### config.mk
export PLATFORM = sky130hd
export DESIGN_NAME = window_seq_flat
export DESIGN_NICKNAME = d
export VERILOG_FILES = /design/src/rtl/window_pkg.sv /design/src/rtl/window_seq_if.sv /design/src/rtl/window_coef_bank.sv /design/src/rtl/window_seq.sv /design/src/flat_wrapper.sv
export SDC_FILE = /design/constraint.sdc
export NUM_CORES = 1
export LEC_CHECK = 0
export BUFFER_PORTS_ARGS = -buffer_cell sky130_fd_sc_hd__buf_2
export CAP_MARGIN = 20
export CORE_MARGIN = 4
export CORE_UTILIZATION = 48
export CTS_BUF_LIST = sky130_fd_sc_hd__clkbuf_4 sky130_fd_sc_hd__clkbuf_8 sky130_fd_sc_hd__clkbuf_16
export DETAILED_ROUTE_END_ITERATION = 10
export PLACE_DENSITY = 0.78
export SLEW_MARGIN = 40
export SYNTH_ARGS = -nofsm -noshare
export SYNTH_HDL_FRONTEND = slang
export SYNTH_SLANG_ARGS = --single-unit
### constraint.sdc
create_clock -name clk -period 4.8 [get_ports clk]
set_input_delay 0 -clock clk [delete_from_list [all_inputs] [get_ports clk]]
set_output_delay 0 -clock clk [all_outputs]
set_load 0.01 [all_outputs]
### src/rtl/window_pkg.sv
// window_pkg: shared state encoding, Hamming coefficient table and width helpers.
package window_pkg;
  typedef enum logic [1:0] {
    IDLE  = 2'd0,
    RUN   = 2'd1,
    DRAIN = 2'd2
  } state_e;
  // (0.54 + 0.46*cos(2*pi*(i+0.5)/8)) * 100, truncated
  localparam logic [7:0] HAMMING8 [8] = '{8'd96, 8'd71, 8'd36, 8'd11, 8'd11, 8'd36, 8'd71, 8'd96};
  function automatic int prod_w(input int dw, input int cw);
    return dw + cw;
  endfunction
endpackage

### src/rtl/window_seq_if.sv
// window_seq_if: config, control and sample/product stream signals of window_seq.
interface window_seq_if #(
  parameter int SIZE = 8,
  parameter int DW   = 8,
  parameter int CW   = 8
);
  localparam int AW = $clog2(SIZE);
  logic          cfg_we;
  logic [AW-1:0] cfg_addr;
  logic [CW-1:0] cfg_data;
  logic          start;
  logic          s_valid;
  logic          s_ready;
  logic [DW-1:0] s_data;
  logic          m_valid;
  logic          m_ready;
  logic [DW+CW-1:0] m_data;
  logic          m_last;
  logic          busy;
  logic          frame_done;
  modport master (
    output cfg_we, cfg_addr, cfg_data, start, s_valid, s_data, m_ready,
    input  s_ready, m_valid, m_data, m_last, busy, frame_done
  );
  modport slave (
    input  cfg_we, cfg_addr, cfg_data, start, s_valid, s_data, m_ready,
    output s_ready, m_valid, m_data, m_last, busy, frame_done
  );
endinterface

### src/rtl/window_coef_bank.sv
// window_coef_bank: SIZE x CW coefficient register file, sync write, comb read, sync clear.
module window_coef_bank #(
  parameter int SIZE = 8,
  parameter int CW   = 8
) (
  input  logic                    clk,
  input  logic                    rst_n,
  input  logic                    we,
  input  logic [$clog2(SIZE)-1:0] waddr,
  input  logic [CW-1:0]           wdata,
  input  logic [$clog2(SIZE)-1:0] raddr,
  output logic [CW-1:0]           rdata
);
  logic [CW-1:0] mem [SIZE];
  always_ff @(posedge clk)
    if (!rst_n)
      for (int i = 0; i < SIZE; i++) mem[i] <= '0;
    else if (we)
      mem[waddr] <= wdata;
  assign rdata = mem[raddr];
endmodule

### src/rtl/window_seq.sv
// window_seq: handshaked frame sequencer applying a per-index coefficient to each sample.
module window_seq
  import window_pkg::*;
#(
  parameter int SIZE = 8,
  parameter int DW   = 8,
  parameter int CW   = 8
) (
  input logic        clk,
  input logic        rst_n,
  window_seq_if.slave bus
);
  localparam int AW = $clog2(SIZE);
  localparam int PW = prod_w(DW, CW);
  localparam logic [AW-1:0] LAST = AW'(SIZE - 1);
  state_e        state, state_nxt;
  logic [AW-1:0] idx;
  logic [CW-1:0] coef_rd;
  logic          in_hs, out_hs;
  assign bus.s_ready = state == RUN && (!bus.m_valid || bus.m_ready);
  assign bus.busy    = state != IDLE;
  assign in_hs       = bus.s_valid && bus.s_ready;
  assign out_hs      = bus.m_valid && bus.m_ready;
  // bank is only writable between frames so a running frame sees a stable table
  window_coef_bank #(.SIZE(SIZE), .CW(CW)) u_bank (
    .clk   (clk),
    .rst_n (rst_n),
    .we    (bus.cfg_we && state == IDLE),
    .waddr (bus.cfg_addr),
    .wdata (bus.cfg_data),
    .raddr (idx),
    .rdata (coef_rd)
  );
  always_comb
    state_nxt = state == IDLE ? (bus.start ? RUN : IDLE)
              : state == RUN  ? (in_hs && idx == LAST ? DRAIN : RUN)
              : (out_hs && bus.m_last ? IDLE : DRAIN);
  always_ff @(posedge clk)
    if (!rst_n) begin
      state          <= IDLE;
      idx            <= '0;
      bus.m_valid    <= 1'b0;
      bus.m_last     <= 1'b0;
      bus.m_data     <= '0;
      bus.frame_done <= 1'b0;
    end else begin
      state          <= state_nxt;
      bus.frame_done <= state == DRAIN && out_hs && bus.m_last;
      if (state == IDLE && bus.start) idx <= '0;
      if (in_hs) begin
        bus.m_data  <= {{CW{1'b0}}, bus.s_data} * {{DW{1'b0}}, coef_rd};
        bus.m_valid <= 1'b1;
        bus.m_last  <= idx == LAST;
        idx         <= idx == LAST ? idx : idx + 1'b1;
      end else if (out_hs)
        bus.m_valid <= 1'b0;
    end
  logic unused_pw;
  assign unused_pw = PW == DW + CW;
endmodule

### src/flat_wrapper.sv
// flat-port wrapper written by rule: the top's interface ports become plain ports
module window_seq_flat import window_pkg::*;
#(
  parameter int SIZE = 8,
  parameter int DW   = 8,
  parameter int CW   = 8
)
  (clk, rst_n, bus_cfg_we, bus_cfg_addr, bus_cfg_data, bus_start, bus_s_valid, bus_s_data, bus_m_ready, bus_s_ready, bus_m_valid, bus_m_data, bus_m_last, bus_busy, bus_frame_done);
  window_seq_if #(.SIZE(SIZE), .DW(DW), .CW(CW)) bus_i ();
  input logic clk;
  input logic rst_n;
  input wire logic [$bits(bus_i.cfg_we)-1:0] bus_cfg_we;
  input wire logic [$bits(bus_i.cfg_addr)-1:0] bus_cfg_addr;
  input wire logic [$bits(bus_i.cfg_data)-1:0] bus_cfg_data;
  input wire logic [$bits(bus_i.start)-1:0] bus_start;
  input wire logic [$bits(bus_i.s_valid)-1:0] bus_s_valid;
  input wire logic [$bits(bus_i.s_data)-1:0] bus_s_data;
  input wire logic [$bits(bus_i.m_ready)-1:0] bus_m_ready;
  output wire logic [$bits(bus_i.s_ready)-1:0] bus_s_ready;
  output wire logic [$bits(bus_i.m_valid)-1:0] bus_m_valid;
  output wire logic [$bits(bus_i.m_data)-1:0] bus_m_data;
  output wire logic [$bits(bus_i.m_last)-1:0] bus_m_last;
  output wire logic [$bits(bus_i.busy)-1:0] bus_busy;
  output wire logic [$bits(bus_i.frame_done)-1:0] bus_frame_done;
  assign bus_i.cfg_we = bus_cfg_we;
  assign bus_i.cfg_addr = bus_cfg_addr;
  assign bus_i.cfg_data = bus_cfg_data;
  assign bus_i.start = bus_start;
  assign bus_i.s_valid = bus_s_valid;
  assign bus_i.s_data = bus_s_data;
  assign bus_i.m_ready = bus_m_ready;
  assign bus_s_ready = bus_i.s_ready;
  assign bus_m_valid = bus_i.m_valid;
  assign bus_m_data = bus_i.m_data;
  assign bus_m_last = bus_i.m_last;
  assign bus_busy = bus_i.busy;
  assign bus_frame_done = bus_i.frame_done;
  window_seq #(.SIZE(SIZE), .DW(DW), .CW(CW)) u_core (.clk(clk), .rst_n(rst_n), .bus(bus_i));
endmodule
==> impl_metrics.tcl <==
set metrics [dict create \
    status "complete, but fails checks" \
    violations "negative setup slack" \
    grt_remaining_overflow 0 \
    leakage_nw 3.02 \
    ant_nets 0 \
    coreArea_mm2 0.0122 \
    antenna_found_initial 0 \
    htreeDepth 3 \
    ys_seq_area_share_pct 40.9 \
    synth-seq-cells 91 \
    syn_avg_cell_area_um2 11.6 \
    design_area_mm2 0.00728 \
    mappedNetlistArea_mm2 0.00602 \
    finalWorstSetupSlack_ps -211 \
    fillers 950 \
    synth_edf_count 64 \
    hold_path.class "in2reg" \
    remaining_drc_errors 0 \
    finalHoldViolations 0 \
    slew_headroom_pct 46.2 \
    cpLargestDelayFamily "adder cells" \
    setup_tns_ps -937 \
    cp_data_arrival_time_ps 5280 \
    power_w 0.00265 \
    fp.dieH_um 120 \
    synthToLayoutAreaGrowth_pct 20.8 \
    start_util_pct 49.5 \
    cts_made_buffers 9 \
    vias 4172 \
    async_flop_share_pct 0 \
    crit_slowest_cell "fa_1" \
    syn-num-nets 618 \
    clock_latency_ps 350 \
    diodes 0 \
    wl_per_cell_um 17.9 \
    hpwl_um 9930 \
    slew_violations 0 \
    skew_ps 10.2 \
    max_freq_mhz 200 \
    hold_ws_ps 25.8 \
    clockBufferDepth 2 \
    synth_cell_type_count 42 \
    ioPinCount 46 \
    synth_top_area_share_pct 31.9 \
    wirelength_um 13900 \
    grt_pass1_vias 4535 \
    placed_area_mm2 0.00664 \
    vias_per_cell 5.35 \
    ys.flop_type "edfxtp_1" \
    maxCapViolCount 0 \
    path_class "reg2reg" \
    post-route-period-util_pct 104 \
    drtIter0Drc 219 \
    die_w_um 120 \
    syn_inst 519 \
    cellPowerDensity_mw_per_mm2 364 \
    cpMostUsedCell "fa_1" \
    min_period_ps 5010 \
    cp.required_ps 5070 \
    final_cell_mix "64 x and2_1, 64 x edfxtp_1, 49 x nor2b_1, 45 x buf_2, 41 x inv_1" \
    irDropWorstVdd_v 0.000229 \
    grtUsageTotal_pct 20.0 \
    io_buffers 45 \
    cts_tree "yes" \
    grt_setup_unrepaired "yes" \
    crit_buf_inv 4 \
    num_rows 40 \
    grt_start_max_net_pins 26 \
    dr.pass1.iters 4 \
    tightestPinTransition_ps 801 \
    cts_sinks 91 \
    cp_slowest_stage_delay_ps 570 \
    grt_pass1_wl_um 22600 \
    setup_viol 7 \
    crit_fanout 7 \
    die_area_mm2 0.0144 \
    ys_warn_count 0 \
    cts_root_buf "clkbuf_16" \
    cp-end-kind "register" \
    cp-start-kind "register" \
    synth_top_area_cell "edfxtp_1" \
    clk_pin_slew_ps 70 \
    layout.nets 706 \
    synth_area_leaders "edfxtp_1 32%, fa_1 12%, dfxtp_1 9.0%, ha_1 7.9%, and2_1 6.6%" \
    post-route-util_pct 59.8 \
    place.gp.congestion 0.833 \
    path_cells "buf_12 > mux4_2 > mux2i_4 > buf_4 > nor2b_1 > fa_1 > fa_1 > fa_1 > inv_1 > fa_1 > inv_2 > ha_4 > nand2_2 > a211oi_4 > o21ai_1 > mux2_2 > o22ai_1" \
    drive_gt1_share_pct 25.8 \
]
-- flip-flops by register name, indices dropped and copies added (netlist names), named ones only --
name and count:
u_core.u_bank.mem 64, u_core.bus.m_data 16, u_core.idx 3, u_core.state 2
u_core.bus.frame_done 1, u_core.bus.m_last 1, u_core.bus.m_valid 1
-- path summary, 6_finish.rpt --
kind	slack, ps	cells after the start	end	start
max	-210	17	u_core.bus.m_data[13]$_SDFFE_PN0P_	register
min	30	3	u_core.bus.m_data[0]$_SDFFE_PN0P_	bus_s_data[0]
max reg2reg	-210	17	u_core.bus.m_data[13]$_SDFFE_PN0P_	register
min reg2reg	460	2	u_core.bus.m_data[8]$_SDFFE_PN0P_	u_core.bus.m_data[8]$_SDFFE_PN0P_
-- repair_timing --
item	in CTS	in global routing
resized for setup	21	14
setup endpoints to repair	8	9
setup buffers	14	4
pin swaps	16	13
hold buffers	2	0
endpoints found under the hold margin	3	0
gates cloned	1	0
-- where the power goes --
part	leakage [nW]	total [W]	switching [W]	internal [W]
clock network	0.145	0.000732	0.000320	0.000412
logic	2.01	0.00101	0.000543	0.000470
registers	0.870	0.000904	0.0000215	0.000883
total	3.02	0.00265	0.000885	0.00177
-- stage by stage --
| stage | std cells | setup slack (ps) |
|---|---|---|
| finish | 780 | -211 |
| global placement | 742 | -76.6 |
| floorplan | 519 | -8.75 |
| global route | 780 | -372 |
| detailed placement | 742 | -208 |
| CTS | 775 | -119 |
-- per-layer routing --
layer,track usage (%),wire [µm]
met5,0,0
met4,6.73,285
met3,3.25,392
met2,37.8,7790
met1,22.6,5460
-- cells by family after synthesis --
family                     synth area share, %
adders and majority gates                 19.9
xor gates and xnor gates                  1.02
AOI/OAI and AO/OA                         5.30
muxes                                     9.33
and+or+nand+nor                           19.9
buffers and inverters                     3.72
DFF                                       40.9
-- cell usage after synthesis (8+ instances only) --
library cell,number
a21oi_1,24
nand3_1,16
edfxtp_1,64
ha_1,38
mux2i_4,8
inv_1,44
nor2_1,11
nor2b_1,53
o21ai_0,16
fa_1,36
dfxtp_1,27
mux4_2,16
nand2b_1,19
nand2_1,29
clkbuf_1,8
and2_1,64
-- worst min-delay path: stages --
cell and delay [ps]:
buf_2 160, nand3_1 80, o21ai_0 70
-- area by class of cell --
| type | count | area (µm²) | share of cell area, % |
|---|---|---|---|
| clock buffer | 9 | 225 | 3.09 |
| multi-input combinational | 372 | 3500 | 48.1 |
| inverter | 44 | 165 | 2.27 |
| sequential | 91 | 2470 | 33.9 |
| timing repair buffer | 89 | 626 | 8.60 |
| tap | 168 | 210 | 2.89 |
| clock inverter | 7 | 82.6 | 1.13 |
(Power assumes the default switching activity.)
